## src/rtl/bist_controller.sv

```systemverilog
// Booth-multiplier BIST sequencer: seeds/steps the pattern LFSR, launches one multiply per pattern,
// compacts each product into a 16-bit MISR and checks the signature. Watchdog built with `BIST_WATCHDOG_EN.
module bist_controller #(
  parameter int unsigned   N_PATTERNS  = 255,
  parameter logic [15:0]   GOLDEN_SIG  = 16'h0000,
  parameter int unsigned   MUL_TIMEOUT = 15,
  localparam int unsigned  SIG_W       = 16,
  localparam int unsigned  CNT_W       = 8
) (
  input  logic             clk,
  input  logic             rst_b,
  input  logic             bist_start,
  output logic             lfsr_seed_b,
  output logic             lfsr_shift,
  output logic             mul_start,
  input  logic             mul_done,
  input  logic [SIG_W-1:0] mul_product,
  output logic             busy,
  output logic             done,
  output logic             pass,
  output logic             timeout,
  output logic [SIG_W-1:0] signature,
  output logic [CNT_W-1:0] pat_count
);

  typedef enum logic [2:0] {
    S_IDLE, S_SEED, S_LAUNCH, S_WAIT, S_SHIFT, S_CHECK, S_DONE
  } state_t;

  state_t           state, state_nxt;
  logic             seed_b_nxt, shift_nxt, start_nxt;
  logic             busy_nxt, done_nxt, pass_nxt;
  logic [SIG_W-1:0] sig_nxt;
  logic [CNT_W-1:0] cnt_nxt;

  // MISR step for x^16 + x^12 + x^5 + 1, feedback taken from the MSB
  function automatic logic [SIG_W-1:0] misr_next(input logic [SIG_W-1:0] sig,
                                                 input logic [SIG_W-1:0] p);
    logic [SIG_W-1:0] n;
    n     = {sig[SIG_W-2:0], sig[SIG_W-1]} ^ p;
    n[5]  = n[5]  ^ sig[SIG_W-1];
    n[12] = n[12] ^ sig[SIG_W-1];
    return n;
  endfunction

`ifdef BIST_WATCHDOG_EN
  localparam int unsigned WD_W = (MUL_TIMEOUT > 15) ? $clog2(MUL_TIMEOUT + 1) : 4;
  logic [WD_W-1:0] wd_cnt, wd_nxt;
  logic            timeout_q, timeout_nxt;
  assign timeout = timeout_q;
`else
  // watchdog not built: WAIT never gives up
  assign timeout = 1'b0 & (MUL_TIMEOUT != 0);
`endif

  // next-state and next registered-output values
  always_comb begin
    state_nxt  = state;
    seed_b_nxt = 1'b1;
    shift_nxt  = 1'b0;
    start_nxt  = 1'b0;
    busy_nxt   = busy;
    done_nxt   = done;
    pass_nxt   = pass;
    sig_nxt    = signature;
    cnt_nxt    = pat_count;
`ifdef BIST_WATCHDOG_EN
    wd_nxt      = wd_cnt;
    timeout_nxt = timeout_q;
`endif
    case (state)
      S_IDLE: begin
        if (bist_start) begin
          state_nxt  = S_SEED;
          seed_b_nxt = 1'b0;
          busy_nxt   = 1'b1;
          done_nxt   = 1'b0;
          pass_nxt   = 1'b0;
          sig_nxt    = '0;
          cnt_nxt    = '0;
`ifdef BIST_WATCHDOG_EN
          timeout_nxt = 1'b0;
`endif
        end
      end
      S_SEED: begin
        state_nxt = S_LAUNCH;
        start_nxt = 1'b1;
      end
      S_LAUNCH: begin
        state_nxt = S_WAIT;
`ifdef BIST_WATCHDOG_EN
        wd_nxt = '0;
`endif
      end
      S_WAIT: begin
        if (mul_done) begin
          state_nxt = S_SHIFT;
          shift_nxt = 1'b1;
          sig_nxt   = misr_next(signature, mul_product);
          cnt_nxt   = pat_count + CNT_W'(1);
`ifdef BIST_WATCHDOG_EN
        end else if (wd_cnt == WD_W'(MUL_TIMEOUT - 1)) begin
          state_nxt   = S_DONE;
          done_nxt    = 1'b1;
          busy_nxt    = 1'b0;
          pass_nxt    = 1'b0;
          timeout_nxt = 1'b1;
        end else begin
          wd_nxt = wd_cnt + WD_W'(1);
`endif
        end
      end
      S_SHIFT: begin
        if (pat_count == CNT_W'(N_PATTERNS)) begin
          state_nxt = S_CHECK;
        end else begin
          state_nxt = S_LAUNCH;
          start_nxt = 1'b1;
        end
      end
      S_CHECK: begin
        state_nxt = S_DONE;
        done_nxt  = 1'b1;
        busy_nxt  = 1'b0;
        pass_nxt  = (signature == GOLDEN_SIG);
      end
      S_DONE: begin
        if (!bist_start) state_nxt = S_IDLE;
      end
      default: state_nxt = S_IDLE;
    endcase
  end

  // state and Moore output registers
  always_ff @(posedge clk or negedge rst_b) begin
    if (!rst_b) begin
      state       <= S_IDLE;
      lfsr_seed_b <= 1'b1;
      lfsr_shift  <= 1'b0;
      mul_start   <= 1'b0;
      busy        <= 1'b0;
      done        <= 1'b0;
      pass        <= 1'b0;
      signature   <= '0;
      pat_count   <= '0;
`ifdef BIST_WATCHDOG_EN
      wd_cnt      <= '0;
      timeout_q   <= 1'b0;
`endif
    end else begin
      state       <= state_nxt;
      lfsr_seed_b <= seed_b_nxt;
      lfsr_shift  <= shift_nxt;
      mul_start   <= start_nxt;
      busy        <= busy_nxt;
      done        <= done_nxt;
      pass        <= pass_nxt;
      signature   <= sig_nxt;
      pat_count   <= cnt_nxt;
`ifdef BIST_WATCHDOG_EN
      wd_cnt      <= wd_nxt;
      timeout_q   <= timeout_nxt;
`endif
    end
  end

endmodule

```

## config.mk

```make
export PLATFORM = sky130hd
export DESIGN_NAME = bist_controller
export DESIGN_NICKNAME = d
export VERILOG_FILES = /design/src/rtl/bist_controller.sv
export SDC_FILE = /design/constraint.sdc
export NUM_CORES = 1
export LEC_CHECK = 0
export CORE_ASPECT_RATIO = 1.1
export CORE_MARGIN = 3
export CORE_UTILIZATION = 51
export CTS_BUF_LIST = sky130_fd_sc_hd__clkbuf_16
export DETAILED_ROUTE_END_ITERATION = 10
export PLACE_DENSITY = 0.88
export SETUP_SLACK_MARGIN = 0.3
export SLEW_MARGIN = 30
export SYNTH_ARGS = -nofsm -noshare
export SYNTH_HDL_FRONTEND = slang
export SYNTH_SLANG_ARGS = --single-unit
```

## constraint.sdc

```tcl
create_clock -name clk -period 2.96 [get_ports clk]
set_input_delay 0.592 -clock clk [delete_from_list [all_inputs] [get_ports clk]]
set_output_delay 0.592 -clock clk [all_outputs]
set_load 0.01 [all_outputs]
```

==> metrics <==
top_reg_cell synth dfrtp_1; total number of vias 1,438; hold_ws 492 ps; final instance area 2460 µm²; I/O pin total 51; die width 63.0 µm; Critical Path Start Type primary input; setup_tns 0 ps; drt drc 0; critical path endpoint category flop; drt pass-1 iters 4; final period utilization 0.791; Worst VDD drop 0.000455 V; DP Wirelength 2740 µm; most frequent cell after synthesis dfrtp_1; clock transition at the registers of the reported paths 50 ps; Mapped Avg Cell Area 10.7 µm²; initial antenna violation count 0; Vias/cell 5.37; Post-CTS Setup Bufs 0; post-place setup slack 347 ps; Critical Path Slowest Stage Cell clkdlybuf4s50_1; std cell rows 22; Yosys warnings 0; final wirelength 4020 µm; # Max-Cap Violations 0; post-cts sizing count 0; Congestion Overflow GR 0; fmax 427 MHz; initial core utilization 0.538; top-area cell type share of the netlist area 0.440; synthesized netlist cell count 170; Antenna Nets Post-Route 0; syn_nets 191; RSZ-0062 raised after global routing no; worst hold start done; Worst Skew 4.79 ps; port bufs 49; RR Endpoint signature[15]; Hold/Removal Path Class reg2reg; critical path arrival 2500 ps; Static Leak 1.04 nW; status completed; drt initial violations 86; DP Area 2320 µm²; Total Power 2.35 mW; CP cell instances clkdlybuf4s50_1, or3b_1, a21oi_4, buf_4, mux2_2; worst r2r src state[1]; CTS Buf Count 5; Tmin final 2340 ps; die height 68.7 µm; vias in the first global route 1,418; # placed instances 260; post-route worst setup slack 617 ps; Slew @ Worst Pin 605 ps; Synth area leader dfrtp_1; n_diodes 0; flop-to-flop setup slack 900 ps; Post-Layout Cell Count 268; Final GP Congestion 0.827; Slew Viols, Final 0; maximum clock insertion buffer count 2; commonest cells in the netlist dfrtp_1, nor2_1, xnor2_1, nand2_1, inv_1; # H-tree levels 2; CTS sink cnt 33; Synth-to-Final Area Change 35.1%; CP max stage delay 540 ps; power density cells 954 nW/µm²; core area 3390 µm²; largest net degree at the start of global routing 34; root buffer cell clkbuf_16; final hold violation count 0; top post-synthesis cells by area dfrtp_1, xnor2_1, mux2_2; fraction of layout cells with a size suffix above 1 0.127; Final setup viols 0; Hold-fix buffers, CTS 0; asr flop ratio synth 1.00; clk_lat worst skew 280 ps; WL/cell 15.0 µm; Hold EP done; R2R cell count 4; # nets final 240; CP Class in2reg; Post-synth EDFFs 0; register area share after synthesis 0.454; Netlist cell types 44; crit path max fanout 18; Worst slew margin 0.596; Cells on Worst Hold Path 1; worst path required time 3120 ps; GR Util All Layers 0.197; post-synthesis sequential element count 33; post-synthesis cell area 1820 µm²; die area 4330 µm²; final core utilization 0.727; CTS tree done; first-pass GRT wire length 6560 µm
-- critical path, delay by kind of cell --
family | cells | cell delay (ps)
buf+inv | 2 | 840
compound gates | 1 | 180
mux | 1 | 370
simple gates | 1 | 520
-- flip-flops by register name, summed over array words and instances, names as in the netlist --
signal / count
busy: 1
done: 1
lfsr_seed_b: 1
lfsr_shift: 1
mul_start: 1
pass: 1
pat_count: 8
signature: 16
state: 3
-- layout by cell type, fill, tap and decap left out, types with 3 or more instances in the layout --
cell and instances:
clkbuf_16 5, nand3_1 5, a2111oi_2 3, mux2_2 8
mux2i_1 7, nor2_1 16, o22ai_1 3, inv_1 9
nand2_1 11, nor4_1 4, clkdlybuf4s50_1 49, nand2b_1 5
o21ai_0 7, mux2_4 6, xnor2_1 16, dfrtp_1 32
-- per-layer routing --
metal / GRT usage / vias up / wire (µm)
li1: - / 678 / -
met1: 0.237 / 698 / 1780
met2: 0.335 / 56 / 1950
met3: 0.0567 / 6 / 235
met4: 0.0854 / 0 / 46
met5: 0 / - / 0
-- power by group --
part           internal (mW)  switching [mW]
clock                  0.304           0.190
combinational          0.576           0.428
sequential             0.609           0.240
total                   1.49           0.858
-- final cells by class --
type | count | area [µm²]
clock buffers | 5 | 125
clock inverters | 3 | 12.5
fillers | 252 | 925
inverters | 9 | 33.8
multi-input cells | 119 | 897
flip-flops and latches | 33 | 827
well taps | 48 | 60.1
repair buffers | 51 | 505
-- worst max path at each step --
stage,slack [ps],start,endpoint,cells past startpoint
3_3_place_gp,370,bist_start,signature[7],5
2_1_floorplan,1020,bist_start,signature[10],5
6_report,620,bist_start,signature[15],5
5_1_grt,550,bist_start,signature[15],5
4_1_cts,620,bist_start,signature[15],5
3_5_place_dp,350,bist_start,signature[15],5
-- cell families after synthesis --
kind of cell / count (synthesis) / share of synthesized area
buf+inv: 18 / 0.0536
xor+xnor: 18 / 0.0865
flops: 33 / 0.454
mux: 21 / 0.137
compound gates: 25 / 0.109
simple gates: 53 / 0.151
fa+ha+maj: 1 / 0.00687
other cells: 1 / 0.00206
Note: power is estimated with default switching activity, not from simulation.
